**src/rtl/burst_err_pkg.sv**
```systemverilog
// Shared types and constants for the burst error injector: mode/state enums,
// LFSR seed/taps and the LFSR next-state function.
package burst_err_pkg;

  typedef enum logic [1:0] {
    MODE_PASS   = 2'b00,
    MODE_BURST  = 2'b01,
    MODE_RANDOM = 2'b10
  } mode_e;

  typedef enum logic [1:0] {
    ST_IDLE  = 2'b00,
    ST_BUILD = 2'b01,
    ST_HOLD  = 2'b10
  } state_e;

  localparam logic [15:0] LFSR_DEFAULT_SEED = 16'hACE1;
  // x^16+x^14+x^13+x^11+1 -> feedback from bits 15,13,12,10
  localparam logic [15:0] LFSR_TAPS = 16'hB400;

  function automatic logic [15:0] lfsr_next(input logic [15:0] s);
    return {s[14:0], ^(s & LFSR_TAPS)};
  endfunction

endpackage

```
**src/rtl/burst_error_injector_if.sv**
```systemverilog
// Stream handshake bundle between Hamming encoder, injector and decoder.
interface burst_error_injector_if #(
  parameter int DATA_W = 128
);
  logic              in_valid;
  logic              in_ready;
  logic [DATA_W-1:0] in_data;
  logic              out_valid;
  logic              out_ready;
  logic [DATA_W-1:0] out_data;
  logic [DATA_W-1:0] out_err_mask;

  modport master (
    output in_valid, in_data, out_ready,
    input  in_ready, out_valid, out_data, out_err_mask
  );

  modport slave (
    input  in_valid, in_data, out_ready,
    output in_ready, out_valid, out_data, out_err_mask
  );
endinterface

```
**src/rtl/burst_err_lfsr.sv**
```systemverilog
// 16-bit Fibonacci LFSR (shift left); load has priority over step and a zero
// seed is replaced by the default so the register never locks up.
module burst_err_lfsr
  import burst_err_pkg::*;
(
  input  logic        clk,
  input  logic        rst,
  input  logic        load,
  input  logic [15:0] seed,
  input  logic        step,
  output logic [15:0] nxt
);

  logic [15:0] state_q, state_d;

  assign nxt = lfsr_next(state_q);

  always_comb begin
    state_d = state_q;
    if (load)      state_d = (seed == 16'h0) ? LFSR_DEFAULT_SEED : seed;
    else if (step) state_d = nxt;
  end

  always_ff @(posedge clk or posedge rst) begin
    if (rst) state_q <= LFSR_DEFAULT_SEED;
    else     state_q <= state_d;
  end

endmodule

```
**src/rtl/burst_error_injector.sv**
```systemverilog
// Streaming error injector: PASS / wrap-around BURST / LFSR RANDOM masks on every
// Nth word. RANDOM mode exists only when BURST_ERR_LFSR_EN is defined.
module burst_error_injector
  import burst_err_pkg::*;
#(
  parameter int DATA_W   = 128,
  parameter int POS_W    = $clog2(DATA_W),
  parameter int PERIOD_W = 8
) (
  input  logic                 clk,
  input  logic                 rst,
  input  logic                 cfg_we,
  input  logic [1:0]           cfg_mode,
  input  logic [POS_W-1:0]     cfg_start,
  input  logic [POS_W:0]       cfg_len,
  input  logic [POS_W-1:0]     cfg_step,
  input  logic [PERIOD_W-1:0]  cfg_period,
  input  logic [15:0]          cfg_seed,
  burst_error_injector_if.slave bus,
  output logic [15:0]          inj_count
);

  localparam logic [POS_W:0] LEN_MAX = (POS_W+1)'(DATA_W);

  state_e               state_q, state_d;
  logic [1:0]           cfg_mode_q, cfg_mode_d;
  logic [POS_W-1:0]     cfg_start_q, cfg_start_d;
  logic [POS_W:0]       cfg_len_q, cfg_len_d;
  logic [POS_W-1:0]     cfg_step_q, cfg_step_d;
  logic [PERIOD_W-1:0]  cfg_period_q, cfg_period_d;
  logic [PERIOD_W-1:0]  word_cnt_q, word_cnt_d;
  logic [POS_W-1:0]     cur_start_q, cur_start_d;
  logic [DATA_W-1:0]    data_q, data_d;
  logic [DATA_W-1:0]    mask_q, mask_d;
  logic                 inj_q, inj_d;
  mode_e                snap_mode_q, snap_mode_d;
  logic [POS_W-1:0]     snap_start_q, snap_start_d;
  logic [POS_W:0]       snap_len_q, snap_len_d;
  logic [15:0]          inj_count_q, inj_count_d;

  mode_e                acc_mode;
  logic [POS_W:0]       acc_len;
  logic [PERIOD_W-1:0]  eff_period;
  logic                 acc_inject;

  // Mask bit j is set when its distance from start (mod DATA_W) is below len.
  function automatic logic [DATA_W-1:0] burst_mask(input logic [POS_W-1:0] start,
                                                   input logic [POS_W:0]   len);
    logic [DATA_W-1:0] m;
    logic [POS_W-1:0]  off;
    m = '0;
    for (int j = 0; j < DATA_W; j++) begin
      off  = POS_W'(j) - start;
      m[j] = ({1'b0, off} < len);
    end
    return m;
  endfunction

`ifdef BURST_ERR_LFSR_EN
  logic [15:0]    lfsr_nxt;
  logic           lfsr_step;
  logic [POS_W:0] rnd_cnt_q, rnd_cnt_d;
  logic           unused_lfsr_hi;

  burst_err_lfsr u_lfsr (
    .clk  (clk),
    .rst  (rst),
    .load (cfg_we),
    .seed (cfg_seed),
    .step (lfsr_step),
    .nxt  (lfsr_nxt)
  );

  assign lfsr_step      = (state_q == ST_BUILD) && (snap_mode_q == MODE_RANDOM);
  assign unused_lfsr_hi = ^lfsr_nxt;
`else
  logic unused_seed;
  assign unused_seed = ^cfg_seed;
`endif

  assign bus.in_ready     = (state_q == ST_IDLE);
  assign bus.out_valid    = (state_q == ST_HOLD);
  assign bus.out_data     = data_q ^ mask_q;
  assign bus.out_err_mask = mask_q;
  assign inj_count        = inj_count_q;

  // Decode of the word being accepted, always from the registered (old) config.
  always_comb begin
    case (cfg_mode_q)
      2'b01:   acc_mode = MODE_BURST;
`ifdef BURST_ERR_LFSR_EN
      2'b10:   acc_mode = MODE_RANDOM;
`endif
      default: acc_mode = MODE_PASS;
    endcase
    acc_len    = (cfg_len_q > LEN_MAX) ? LEN_MAX : cfg_len_q;
    eff_period = (cfg_period_q == '0) ? PERIOD_W'(1) : cfg_period_q;
    acc_inject = (word_cnt_q == '0) && (acc_mode != MODE_PASS) && (acc_len != '0);
  end

  always_comb begin
    state_d      = state_q;
    cfg_mode_d   = cfg_mode_q;
    cfg_start_d  = cfg_start_q;
    cfg_len_d    = cfg_len_q;
    cfg_step_d   = cfg_step_q;
    cfg_period_d = cfg_period_q;
    word_cnt_d   = word_cnt_q;
    cur_start_d  = cur_start_q;
    data_d       = data_q;
    mask_d       = mask_q;
    inj_d        = inj_q;
    snap_mode_d  = snap_mode_q;
    snap_start_d = snap_start_q;
    snap_len_d   = snap_len_q;
    inj_count_d  = inj_count_q;
`ifdef BURST_ERR_LFSR_EN
    rnd_cnt_d    = rnd_cnt_q;
`endif

    case (state_q)
      ST_IDLE: begin
        if (bus.in_valid) begin
          state_d      = ST_BUILD;
          data_d       = bus.in_data;
          mask_d       = '0;
          inj_d        = acc_inject;
          snap_mode_d  = acc_inject ? acc_mode : MODE_PASS;
          snap_start_d = cur_start_q;
          snap_len_d   = acc_len;
          word_cnt_d   = (word_cnt_q == eff_period - PERIOD_W'(1)) ? '0
                                                                 : word_cnt_q + PERIOD_W'(1);
          // Advancing here rather than in BUILD lets a same-edge cfg_we win cleanly.
          if (acc_inject && acc_mode == MODE_BURST) cur_start_d = cur_start_q + cfg_step_q;
`ifdef BURST_ERR_LFSR_EN
          rnd_cnt_d    = acc_len;
`endif
        end
      end
      ST_BUILD: begin
        case (snap_mode_q)
          MODE_BURST: begin
            mask_d  = burst_mask(snap_start_q, snap_len_q);
            state_d = ST_HOLD;
          end
`ifdef BURST_ERR_LFSR_EN
          MODE_RANDOM: begin
            mask_d[lfsr_nxt[POS_W-1:0]] = ~mask_q[lfsr_nxt[POS_W-1:0]];
            rnd_cnt_d = rnd_cnt_q - (POS_W+1)'(1);
            if (rnd_cnt_q == (POS_W+1)'(1)) state_d = ST_HOLD;
          end
`endif
          default: state_d = ST_HOLD;
        endcase
      end
      ST_HOLD: begin
        if (bus.out_ready) begin
          state_d = ST_IDLE;
          if (inj_q && inj_count_q != 16'hFFFF) inj_count_d = inj_count_q + 16'd1;
        end
      end
      default: state_d = ST_IDLE;
    endcase

    if (cfg_we) begin
      cfg_mode_d   = cfg_mode;
      cfg_start_d  = cfg_start;
      cfg_len_d    = cfg_len;
      cfg_step_d   = cfg_step;
      cfg_period_d = cfg_period;
      word_cnt_d   = '0;
      cur_start_d  = cfg_start;
    end
  end

  always_ff @(posedge clk or posedge rst) begin
    if (rst) begin
      state_q      <= ST_IDLE;
      cfg_mode_q   <= 2'b00;
      cfg_start_q  <= '0;
      cfg_len_q    <= '0;
      cfg_step_q   <= '0;
      cfg_period_q <= PERIOD_W'(1);
      word_cnt_q   <= '0;
      cur_start_q  <= '0;
      data_q       <= '0;
      mask_q       <= '0;
      inj_q        <= 1'b0;
      snap_mode_q  <= MODE_PASS;
      snap_start_q <= '0;
      snap_len_q   <= '0;
      inj_count_q  <= '0;
`ifdef BURST_ERR_LFSR_EN
      rnd_cnt_q    <= '0;
`endif
    end else begin
      state_q      <= state_d;
      cfg_mode_q   <= cfg_mode_d;
      cfg_start_q  <= cfg_start_d;
      cfg_len_q    <= cfg_len_d;
      cfg_step_q   <= cfg_step_d;
      cfg_period_q <= cfg_period_d;
      word_cnt_q   <= word_cnt_d;
      cur_start_q  <= cur_start_d;
      data_q       <= data_d;
      mask_q       <= mask_d;
      inj_q        <= inj_d;
      snap_mode_q  <= snap_mode_d;
      snap_start_q <= snap_start_d;
      snap_len_q   <= snap_len_d;
      inj_count_q  <= inj_count_d;
`ifdef BURST_ERR_LFSR_EN
      rnd_cnt_q    <= rnd_cnt_d;
`endif
    end
  end

endmodule
```
**src/flat_wrapper.sv**
```systemverilog
// flat-port wrapper written by rule: the top's interface ports become plain ports
module burst_error_injector_flat import burst_err_pkg::*;
#(
  parameter int DATA_W   = 128,
  parameter int POS_W    = $clog2(DATA_W),
  parameter int PERIOD_W = 8
)
  (clk, rst, cfg_we, cfg_mode, cfg_start, cfg_len, cfg_step, cfg_period, cfg_seed, inj_count, bus_in_valid, bus_in_data, bus_out_ready, bus_in_ready, bus_out_valid, bus_out_data, bus_out_err_mask);
  burst_error_injector_if #(.DATA_W(DATA_W)) bus_i ();
  input  logic clk;
  input  logic rst;
  input  logic cfg_we;
  input  logic [1:0] cfg_mode;
  input  logic [POS_W-1:0] cfg_start;
  input  logic [POS_W:0] cfg_len;
  input  logic [POS_W-1:0] cfg_step;
  input  logic [PERIOD_W-1:0] cfg_period;
  input  logic [15:0] cfg_seed;
  output logic [15:0] inj_count;
  input wire logic [$bits(bus_i.in_valid)-1:0] bus_in_valid;
  input wire logic [$bits(bus_i.in_data)-1:0] bus_in_data;
  input wire logic [$bits(bus_i.out_ready)-1:0] bus_out_ready;
  output wire logic [$bits(bus_i.in_ready)-1:0] bus_in_ready;
  output wire logic [$bits(bus_i.out_valid)-1:0] bus_out_valid;
  output wire logic [$bits(bus_i.out_data)-1:0] bus_out_data;
  output wire logic [$bits(bus_i.out_err_mask)-1:0] bus_out_err_mask;
  assign bus_i.in_valid = bus_in_valid;
  assign bus_i.in_data = bus_in_data;
  assign bus_i.out_ready = bus_out_ready;
  assign bus_in_ready = bus_i.in_ready;
  assign bus_out_valid = bus_i.out_valid;
  assign bus_out_data = bus_i.out_data;
  assign bus_out_err_mask = bus_i.out_err_mask;
  burst_error_injector #(.DATA_W(DATA_W), .POS_W(POS_W), .PERIOD_W(PERIOD_W)) u_core (.clk(clk), .rst(rst), .cfg_we(cfg_we), .cfg_mode(cfg_mode), .cfg_start(cfg_start), .cfg_len(cfg_len), .cfg_step(cfg_step), .cfg_period(cfg_period), .cfg_seed(cfg_seed), .bus(bus_i), .inj_count(inj_count));
endmodule
```
**config.mk**
```make
export PLATFORM = sky130hd
export DESIGN_NAME = burst_error_injector_flat
export DESIGN_NICKNAME = d
export VERILOG_FILES = /design/src/rtl/burst_err_pkg.sv /design/src/rtl/burst_error_injector_if.sv /design/src/rtl/burst_err_lfsr.sv /design/src/rtl/burst_error_injector.sv /design/src/flat_wrapper.sv
export SDC_FILE = /design/constraint.sdc
export NUM_CORES = 1
export LEC_CHECK = 0
export CORE_AREA = 4 4 257 259
export DETAILED_ROUTE_END_ITERATION = 8
export DIE_AREA = 0 0 261 263
export RECOVER_POWER = 25
export SLEW_MARGIN = 20
export SYNTH_ARGS = -nofsm -noshare
export SYNTH_HDL_FRONTEND = slang
export SYNTH_HIERARCHICAL = 1
export SYNTH_SLANG_ARGS = --single-unit
```
**constraint.sdc**
```tcl
create_clock -name clk -period 12.4 [get_ports clk]
set_input_delay 2.48 -clock clk [delete_from_list [all_inputs] [get_ports clk]]
set_output_delay 2.48 -clock clk [all_outputs]
set_load 0.02 [all_outputs]
```
==> results of run 1 <==
state kept, by name (all words and copies together) (netlist names):
signal / cells
u_core/cur_start_q: 7
u_core/data_q: 128
u_core/cfg_mode_q: 2
u_core/snap_start_q: 7
u_core/snap_mode_q: 1
u_core/cfg_period_q: 8
u_core/snap_len_q: 8
u_core/cfg_len_q: 8
u_core/inj_count: 16
u_core/cfg_step_q: 7
u_core/bus.out_err_mask: 128
u_core/state_q: 2
u_core/word_cnt_q: 8
u_core/inj_q: 1
worst max path at each step:
stage                            start                           to  cells past startpoint  slack, ns
after floorplan                    rst   u_core/bus.out_err_mask[0]                      1       0.75
after global placement    bus_in_valid  u_core/bus.out_err_mask[84]                      7       6.82
after detailed placement  bus_in_valid  u_core/bus.out_err_mask[42]                      7       6.71
after CTS                 bus_in_valid  u_core/bus.out_err_mask[42]                      7       7.33
after global routing               rst  u_core/bus.out_err_mask[73]                      4       3.60
final                              rst  u_core/bus.out_err_mask[22]                      4       4.77
metrics by stage:
| stage | instance area [um^2] | hold WS, ns |
|---|---|---|
| after detailed placement | 27400 | 0.482 |
| after floorplan | 22200 | 0.447 |
| after global routing | 28600 | 0.508 |
| after CTS | 28700 | 0.496 |
| final | 28600 | 0.493 |
| after global placement | 27400 | 0.459 |
area by class of cell:
| type | count | area, um^2 | area share (%) |
|---|---|---|---|
| timing repair buffer | 459 | 4540 | 15.8 |
| antenna | 1 | 2.50 | 0.00873 |
| clock inverter | 11 | 82.6 | 0.288 |
| tap | 855 | 1070 | 3.73 |
| multi-input combinational | 1839 | 12900 | 44.9 |
| inverter | 154 | 588 | 2.05 |
| sequential | 331 | 8290 | 28.9 |
| clock buffer | 60 | 1220 | 4.25 |
where the power goes:
part | internal, W | switching (W) | total, W
clock | 0.000681 | 0.000487 | 0.00117
combinational | 0.00257 | 0.00393 | 0.00650
sequential | 0.00147 | 0.000421 | 0.00189
total | 0.00472 | 0.00484 | 0.00956
worst max-delay path, stage by stage:
cell	delay [ns]
sky130_fd_sc_hd__clkdlybuf4s50_1	0.41
sky130_fd_sc_hd__clkinvlp_2	3.26
sky130_fd_sc_hd__buf_4	1.13
sky130_fd_sc_hd__buf_4	0.74
logic make-up (layout without fill, tap and decap cells):
| kind of cell | after synthesis | count (layout) | share of synthesized area [%] |
|---|---|---|---|
| adders and majority gates | 282 | 282 | 15.9 |
| xor gates and xnor gates | 277 | 277 | 10.9 |
| other | 0 | 1 | 0 |
| AOI/OAI and AO/OA | 456 | 456 | 13.7 |
| DFF | 331 | 331 | 37.3 |
| muxes | 29 | 29 | 1.45 |
| buffers and inverters | 271 | 684 | 4.70 |
| and+or+nand+nor | 795 | 795 | 15.9 |
layer usage:
metal  vias up  track usage [%]  part of all wire [%]
li1       9125                -                     -
met2       606             37.1                    48
met1      9416             29.5                    43
met4         0             6.39                   3.0
met5         -                0                     0
met3       115             3.64                   6.2
cell usage in the layout, fill, tap and decap left out, types with 4 or more instances in the layout:
cell / instances
sky130_fd_sc_hd__nand2b_1: 10
sky130_fd_sc_hd__and3_1: 4
sky130_fd_sc_hd__mux2_2: 25
sky130_fd_sc_hd__a221o_1: 64
sky130_fd_sc_hd__a31oi_1: 19
sky130_fd_sc_hd__a211oi_1: 66
sky130_fd_sc_hd__inv_1: 146
sky130_fd_sc_hd__buf_4: 18
sky130_fd_sc_hd__nor2_1: 81
sky130_fd_sc_hd__o21ai_0: 167
sky130_fd_sc_hd__nor3_1: 68
sky130_fd_sc_hd__xnor2_1: 130
sky130_fd_sc_hd__mux2i_1: 4
sky130_fd_sc_hd__nand2_1: 471
sky130_fd_sc_hd__ha_1: 281
sky130_fd_sc_hd__or3_1: 65
sky130_fd_sc_hd__xor2_1: 147
sky130_fd_sc_hd__nand4_1: 9
sky130_fd_sc_hd__clkbuf_1: 9
sky130_fd_sc_hd__dlygate4sd3_1: 5
sky130_fd_sc_hd__a21boi_0: 32
sky130_fd_sc_hd__nand3_1: 19
sky130_fd_sc_hd__clkinv_2: 7
sky130_fd_sc_hd__o21a_1: 4
sky130_fd_sc_hd__nor2b_1: 42
sky130_fd_sc_hd__clkdlybuf4s50_1: 433
sky130_fd_sc_hd__a21oi_1: 50
sky130_fd_sc_hd__clkbuf_16: 41
sky130_fd_sc_hd__nand3b_1: 9
sky130_fd_sc_hd__dfrtp_1: 328
sky130_fd_sc_hd__clkbuf_8: 12
sky130_fd_sc_hd__a21o_1: 29
sky130_fd_sc_hd__o211ai_1: 14
==> summary by stage, run 1 <==
Outcome
The flow ran to the end, but the final reports show violations. The checks that failed: max-capacitance violations, max-slew violations.

Detailed routing
The via-per-instance ratio is 5.19. In the final routed layout, each cell accounts on average for roughly 21 um. In this run, the number of DRC markers left after iteration 0 of detailed routing was roughly 1,400. The number of DRC violations after detailed routing is 0. The remaining number of nets flagged by the antenna check after routing is 0. The pre-antenna-repair detailed-routing pass consisted of 6 iterations. Detailed routing inserted a total of 19,300 vias.

Summed over all layers, the routed wires come to a little under 80 mm.

Timing
The count of pins over their slew limit is 225. Adding up every negative setup slack in the final design gives 0 ns. Headroom to the max-slew limit came out at -299%. The total of endpoints with negative setup slack in the final report is 0. Of the available clock period, the critical path in the final layout requires between 60% and 70%.

Across all setup checks in the final design, the least slack found is 4.77 ns. Setup repair after global routing left no endpoint under its margin. The number of failing hold endpoints at the final stage came to 0. The maximum clock rate is 131 MHz. For the pin with the worst max-slew slack, the measured transition is 5.95 ns. For the finished layout, the period the worst path requires is around 7.6 ns. The worst clock skew on the final layout is 0.0138 ns.

Clocking
The number of H-tree levels is 2. The number of post-CTS setup repair buffers is 0. The root buffer cell chosen for the clock tree is sky130_fd_sc_hd__clkbuf_16.

In this run, post-CTS hold repair placed 0 buffers. CTS saw 331 sinks. After clock tree synthesis, the clock-pin slew on the worst setup and hold paths is 0.06 ns. No sink is reached through more buffers than the 3 on the longest clock path.

The clock latency of the later-clocked register in the worst-skew pair is between 0.5 and 0.6 ns. The post-CTS resize count is 0. The number of buffers created by CTS is 41. TritonCTS built the clock tree.

Job
Across the run, the number of max-cap violations was 3.

Floorplan
The row count is 93. The total die area is 0.0686 mm^2. The floorplan die width is 261 um. The die height is around 260 um. The effective utilization at floorplan is 34.7%. The core outline area is 0.0639 mm^2.

The number of top-level design ports is 455.

Setup path
The endpoint kind of the worst setup timing path is an async pin. In this run the worst path has a maximum fanout of between 100 and 150. The startpoint identified for the worst register-to-register timing path is u_core/snap_start_q[3]. The element type at the critical path start is a primary input. The number of cells on the worst reg-to-reg path is 10. The kind of critical path is primary input to async pin. The setup slack of the most critical reg-to-reg path is 7.41 ns.

The critical path data arrival time is 8.24 ns. The required time of the worst setup path is 13.01 ns. In this run the critical register-to-register path is captured at u_core/bus.out_err_mask[53].

Global route
Entering global routing, the biggest net connects around 130 pins. The global-route wire length before repair is 119 mm. The combined global-route utilization of all metal layers is approximately 22%.

The global-route congestion overflow total is 0. The number of global-route vias before repair came to roughly 20,000. The initial antenna violation count is 1.

Pwr
The final total power is 0.00956 W. Summed over all cells, the static leakage comes to between 10 and 15 nW. VDD sags by at most 0.137 mV. In this run the power density over the cells is between 300 and 400 mW/mm^2.

Cells and area
The final design utilization is 44.8%. Fill cells in the final layout number around 6,100. Once layout is complete, the cells apart from fillers number 3,710. At the end of the flow, the number of nets in the layout was 3,289. In the final layout, the share of cells above drive strength 1 is 4.38%. The synthesis-to-finish area growth is 29.1%.

Synth
When the netlist entered floorplanning its net count stood at 2,904. The number of warnings printed during yosys synthesis is 6. Ranked by total cell area, the synthesized netlist is headed by sky130_fd_sc_hd__dfrtp_1 37%, sky130_fd_sc_hd__ha_1 16%, sky130_fd_sc_hd__nand2_1 8.0%. Among all cell types in the netlist, the one instantiated most often is sky130_fd_sc_hd__nand2_1. The share of the synthesized area in the top cell type is 37.2%. Among all flip-flop cells after synthesis, the most frequent one is sky130_fd_sc_hd__dfrtp_1. The mapped netlist covers 0.0222 mm^2. The share of async-settable or async-resettable flops after synthesis is 100%. The portion of the post-synthesis area used by sequential elements is between 30% and 40%. The biggest area contributor in the post-synthesis netlist is sky130_fd_sc_hd__dfrtp_1. In the synthesized netlist, the number of instances is around 2,400. A synthesized cell averages 9.09 um^2. In the synthesized netlist, the cells that appear most often are 471 x sky130_fd_sc_hd__nand2_1, 330 x sky130_fd_sc_hd__dfrtp_1, 281 x sky130_fd_sc_hd__ha_1, 167 x sky130_fd_sc_hd__o21ai_0, 150 x sky130_fd_sc_hd__inv_1.

After synthesis the netlist holds a flip-flop and latch count of ~330. The number of flops mapped to enable cells by yosys is 0. After synthesis, the netlist uses 55 different library cells.

Hold path
The startpoint of the lowest-slack hold path is u_core/data_q[98]. The worst hold-check path type is register to register. The end of the worst hold path is u_core/data_q[98].

Counting instances, the worst hold path has a depth of 2.

Place
Input and output buffers added on the ports amount to 438. After detailed placement, the design holds a cell count of 3,638. Once detailed placement completed, the half-perimeter wirelength came to 57.7 mm. The routability-driven placement congestion ratio is 0.928.

The worst setup slack after placement is 6.71 ns.
No activity file was read; power rests on OpenSTA's default activity.
==> run 2: changes to the inputs <==
==> constraint.sdc (replaced) <==
create_clock -name clk -period 6.7 [get_ports clk]
set_input_delay 1.34 -clock clk [delete_from_list [all_inputs] [get_ports clk]]
set_output_delay 1.34 -clock clk [all_outputs]
set_load 0.02 [all_outputs]
==> summary by stage, run 2 (same netlist as run 1, synthesis figures left out) <==
Outcome
Outcome: finished with violations (unchanged). Violations in the final reports: max-capacitance violations, max-slew violations (unchanged).

Cells and area
The number of nets in the final layout came to 3,290 (was 3,289). The combined area of the multi-input logic cells is 0.0129 mm^2 (about the same). The most frequent standard cell in the layout excluding fill and tap cells is sky130_fd_sc_hd__nand2_1 (unchanged). The share of cells above drive strength 1 was 4.72% (was 4.38%). Most used cells in the layout excluding fill and tap cells: 470 x sky130_fd_sc_hd__nand2_1, 435 x sky130_fd_sc_hd__clkdlybuf4s50_1, 328 x sky130_fd_sc_hd__dfrtp_1 (was 471 x sky130_fd_sc_hd__nand2_1, 433 x sky130_fd_sc_hd__clkdlybuf4s50_1, 328 x sky130_fd_sc_hd__dfrtp_1).

The synthesis-to-finish area growth is 30.0% (was 29.1%). The final design instance area without fill is 0.0288 mm^2 (was 0.0286 mm^2). The count of fill cells added during filler insertion was 6,084 (was 6,129).

The area taken by flip-flops and latches came to 0.00829 mm^2 (unchanged). The final design utilization was 45.1% (was 44.8%).

Global route
The initial antenna violation count is 5 (was 1). The maximum number of pins on one net before global-route repair was 173 (was 131). The combined global-route utilization of all metal layers was 21.8% (was 22.1%). The global-route congestion overflow total was 0 (unchanged). The global-route wire length before repair came to 118 mm (was 119 mm). The number of global-route vias before repair is 19,500 (was 19,700).

Detailed routing
The via count of the routed design is 19,300 (unchanged). The average wire per standard cell came to 20.8 um (was 20.9 um). The via-per-instance ratio was 5.18 (was 5.19). The routed wire length was 77.3 mm (was 77.6 mm). The remaining number of nets flagged by the antenna check after routing is 0 (unchanged).

The number of iterations in the first detailed-routing pass was 7 (was 6). The number of DRC violations after detailed routing came to 0 (unchanged). The count of routing violations after the opening detailed-route iteration came to 1,273 (was 1,358).

Setup path
The largest fanout on the critical path came to 11 (was 130). The required time of the worst setup path is 7.18 ns (was 13.01 ns). The critical path data arrival time came to 4.91 ns (was 8.24 ns).

The element type at the critical path start is a register (was primary input). The kind of critical path was register to register (was primary input to async pin). The endpoint kind of the worst setup timing path is a register (was async pin).

Floorplan
The core outline area was 0.0639 mm^2 (unchanged). The number of top-level design ports was 455 (unchanged). The die height is 263 um (unchanged). The floorplan die width is 261 um (unchanged). The effective utilization at floorplan is 34.7% (unchanged). The total die area is 0.0686 mm^2 (unchanged).

The row count is 93 (unchanged).

Place
The number of I/O port buffers is 438 (unchanged). The worst setup slack after placement came to 2.31 ns (was 6.71 ns). The detailed-placement wirelength estimate came to 57.3 mm (was 57.7 mm). The routability-driven placement congestion ratio is 0.959 (was 0.928). The post-placement cell area came to 0.0274 mm^2 (about the same).

Timing
The final critical-path setup slack is 2.27 ns (was 4.77 ns). The number of failing hold endpoints at the final stage is 0 (unchanged). For this run, the top clock speed supported by timing is 226 MHz. The total of endpoints with negative setup slack in the final report is 0 (unchanged). The worst path in the final design needs a cycle of 4.43 ns, including I/O delays and setup. RSZ-0062 raised after global routing: no (unchanged). The final-layout setup total negative slack is 0 ns (unchanged). The count of pins over their slew limit is 46 (was 225).

The portion of the clock cycle consumed by the worst path in the final layout is about two thirds. The worst slew margin relative to its limit is -41.8% (was -299%). The worst clock skew on the final layout was 0.0182 ns (was 0.0138 ns).

The slew at the pin closest to its max-slew limit is 2.13 ns (was 5.95 ns).

Pwr
The areal power density over the cells is 622 mW/mm^2 (was 334 mW/mm^2). The leakage power was 13.6 nW (was 13.5 nW). The largest voltage drop on the vdd net is 0.279 mV (was 0.137 mV). The internal power contribution is 0.00894 W (was 0.00472 W). The fraction of power spent switching nets is 50.2% (was 50.6%). The final total power came to 0.0179 W (was 0.00956 W). The combinational share of power came to 67.2% (was 68.0%). The share of power burned in registers came to 19.5% (was 19.8%). The total net switching power came to 0.00900 W (was 0.00484 W). The portion of total power attributed to the clock network is 13.3% (was 12.2%).

Clocking
The TritonCTS clock tree is done (unchanged). The number of H-tree levels came to 2 (unchanged). The post-CTS resize count is 0 (unchanged). The buffer levels on the longest clock path is 3 (unchanged). The number of post-CTS setup repair buffers is 0 (unchanged).

The clock transition at the register clock pins on the worst setup and hold paths after CTS is 0.06 ns (about the same). The number of sinks on the clock net came to 331 (unchanged). The clock latency of the later-clocked register in the worst-skew pair is 0.58 ns (was 0.57 ns).

The number of hold-repair buffers added at the cts stage is 0 (unchanged). The clock tree root buffer cell was sky130_fd_sc_hd__clkbuf_16 (unchanged). The number of buffers created by CTS was 42 (was 41).

Job
The number of maximum-capacitance violations is 1 (was 3).

Hold path
The worst hold-check path type is register to register (unchanged).
-- run 2: cell count changes in the layout (fill, tap and decap cells not counted), moves of 2 or more --
cell,delta
sky130_fd_sc_hd__bufinv_16,+4
sky130_fd_sc_hd__buf_12,+2
sky130_fd_sc_hd__clkinv_2,+3
sky130_fd_sc_hd__clkbuf_16,+2
sky130_fd_sc_hd__clkbuf_1,-3
sky130_fd_sc_hd__dlygate4sd3_1,-2
sky130_fd_sc_hd__clkdlybuf4s50_1,+2
-- run 2: worst paths after layout --
kind,from,to,slack [ns],cells after the start
max in group asynchronous,rst,u_core/data_q[96],4.16,3
max,u_core/snap_start_q[2],u_core/bus.out_err_mask[50],2.27,10
min reg2reg,u_core/snap_mode_q[0],u_core/snap_mode_q[0],0.48,2
min in group asynchronous,rst,u_core/cfg_period_q[5],1.21,2
max reg2reg,u_core/snap_start_q[2],u_core/bus.out_err_mask[50],2.27,10
min,u_core/snap_mode_q[0],u_core/snap_mode_q[0],0.48,2
-- run 2: routing by layer --
metal  track usage (%)  vias up  part of all wire (%)
met5                 0        -                 0.065
met4              6.46        8                   3.0
met3              4.03      111                   6.0
met2              36.2      566                    47
met1              29.1     9439                    44
li1                  -     9138                     -
-- run 2: power by group through the flow --
| stage | Sequential, W | Combinational (W) | Clock [W] |
|---|---|---|---|
| finish | 0.00351 | 0.0121 | 0.00239 |
| global route | 0.00360 | 0.0133 | 0.00254 |
| CTS | 0.00353 | 0.0120 | 0.00246 |
| detailed placement | 0.00355 | 0.0119 | 0 |
| global placement | 0.00353 | 0.0115 | 0 |
| floorplan | 0.00354 | 0.00692 | 0 |
-- run 2: stage by stage --
step	std cells	hold slack, ns
2_1_floorplan	2441	0.447
3_3_place_gp	3638	0.462
3_5_place_dp	3638	0.470
4_1_cts	3714	0.484
5_1_grt	3716	0.515
6_report	3716	0.484
-- run 2: critical path, cell delays in order (launching register included) --
cell	delay, ns
sky130_fd_sc_hd__dfrtp_1	0.58
sky130_fd_sc_hd__inv_1	0.43
sky130_fd_sc_hd__ha_1	0.65
sky130_fd_sc_hd__buf_4	0.31
sky130_fd_sc_hd__nor2b_1	0.56
sky130_fd_sc_hd__xnor2_1	0.19
sky130_fd_sc_hd__ha_1	0.33
sky130_fd_sc_hd__a21o_1	0.19
sky130_fd_sc_hd__a31oi_1	0.72
sky130_fd_sc_hd__nor2b_1	0.16
sky130_fd_sc_hd__o21ai_0	0.21
-- run 2: cell type report --
cell class	count	area share, %
Multi-Input combinational cell	1839	44.6
Sequential cell	331	28.7
Timing Repair Buffer	459	15.8
Clock buffer	59	4.32
Tap cell	855	3.71
Inverter	154	2.04
Clock inverter	17	0.724
Antenna cell	2	0.0174
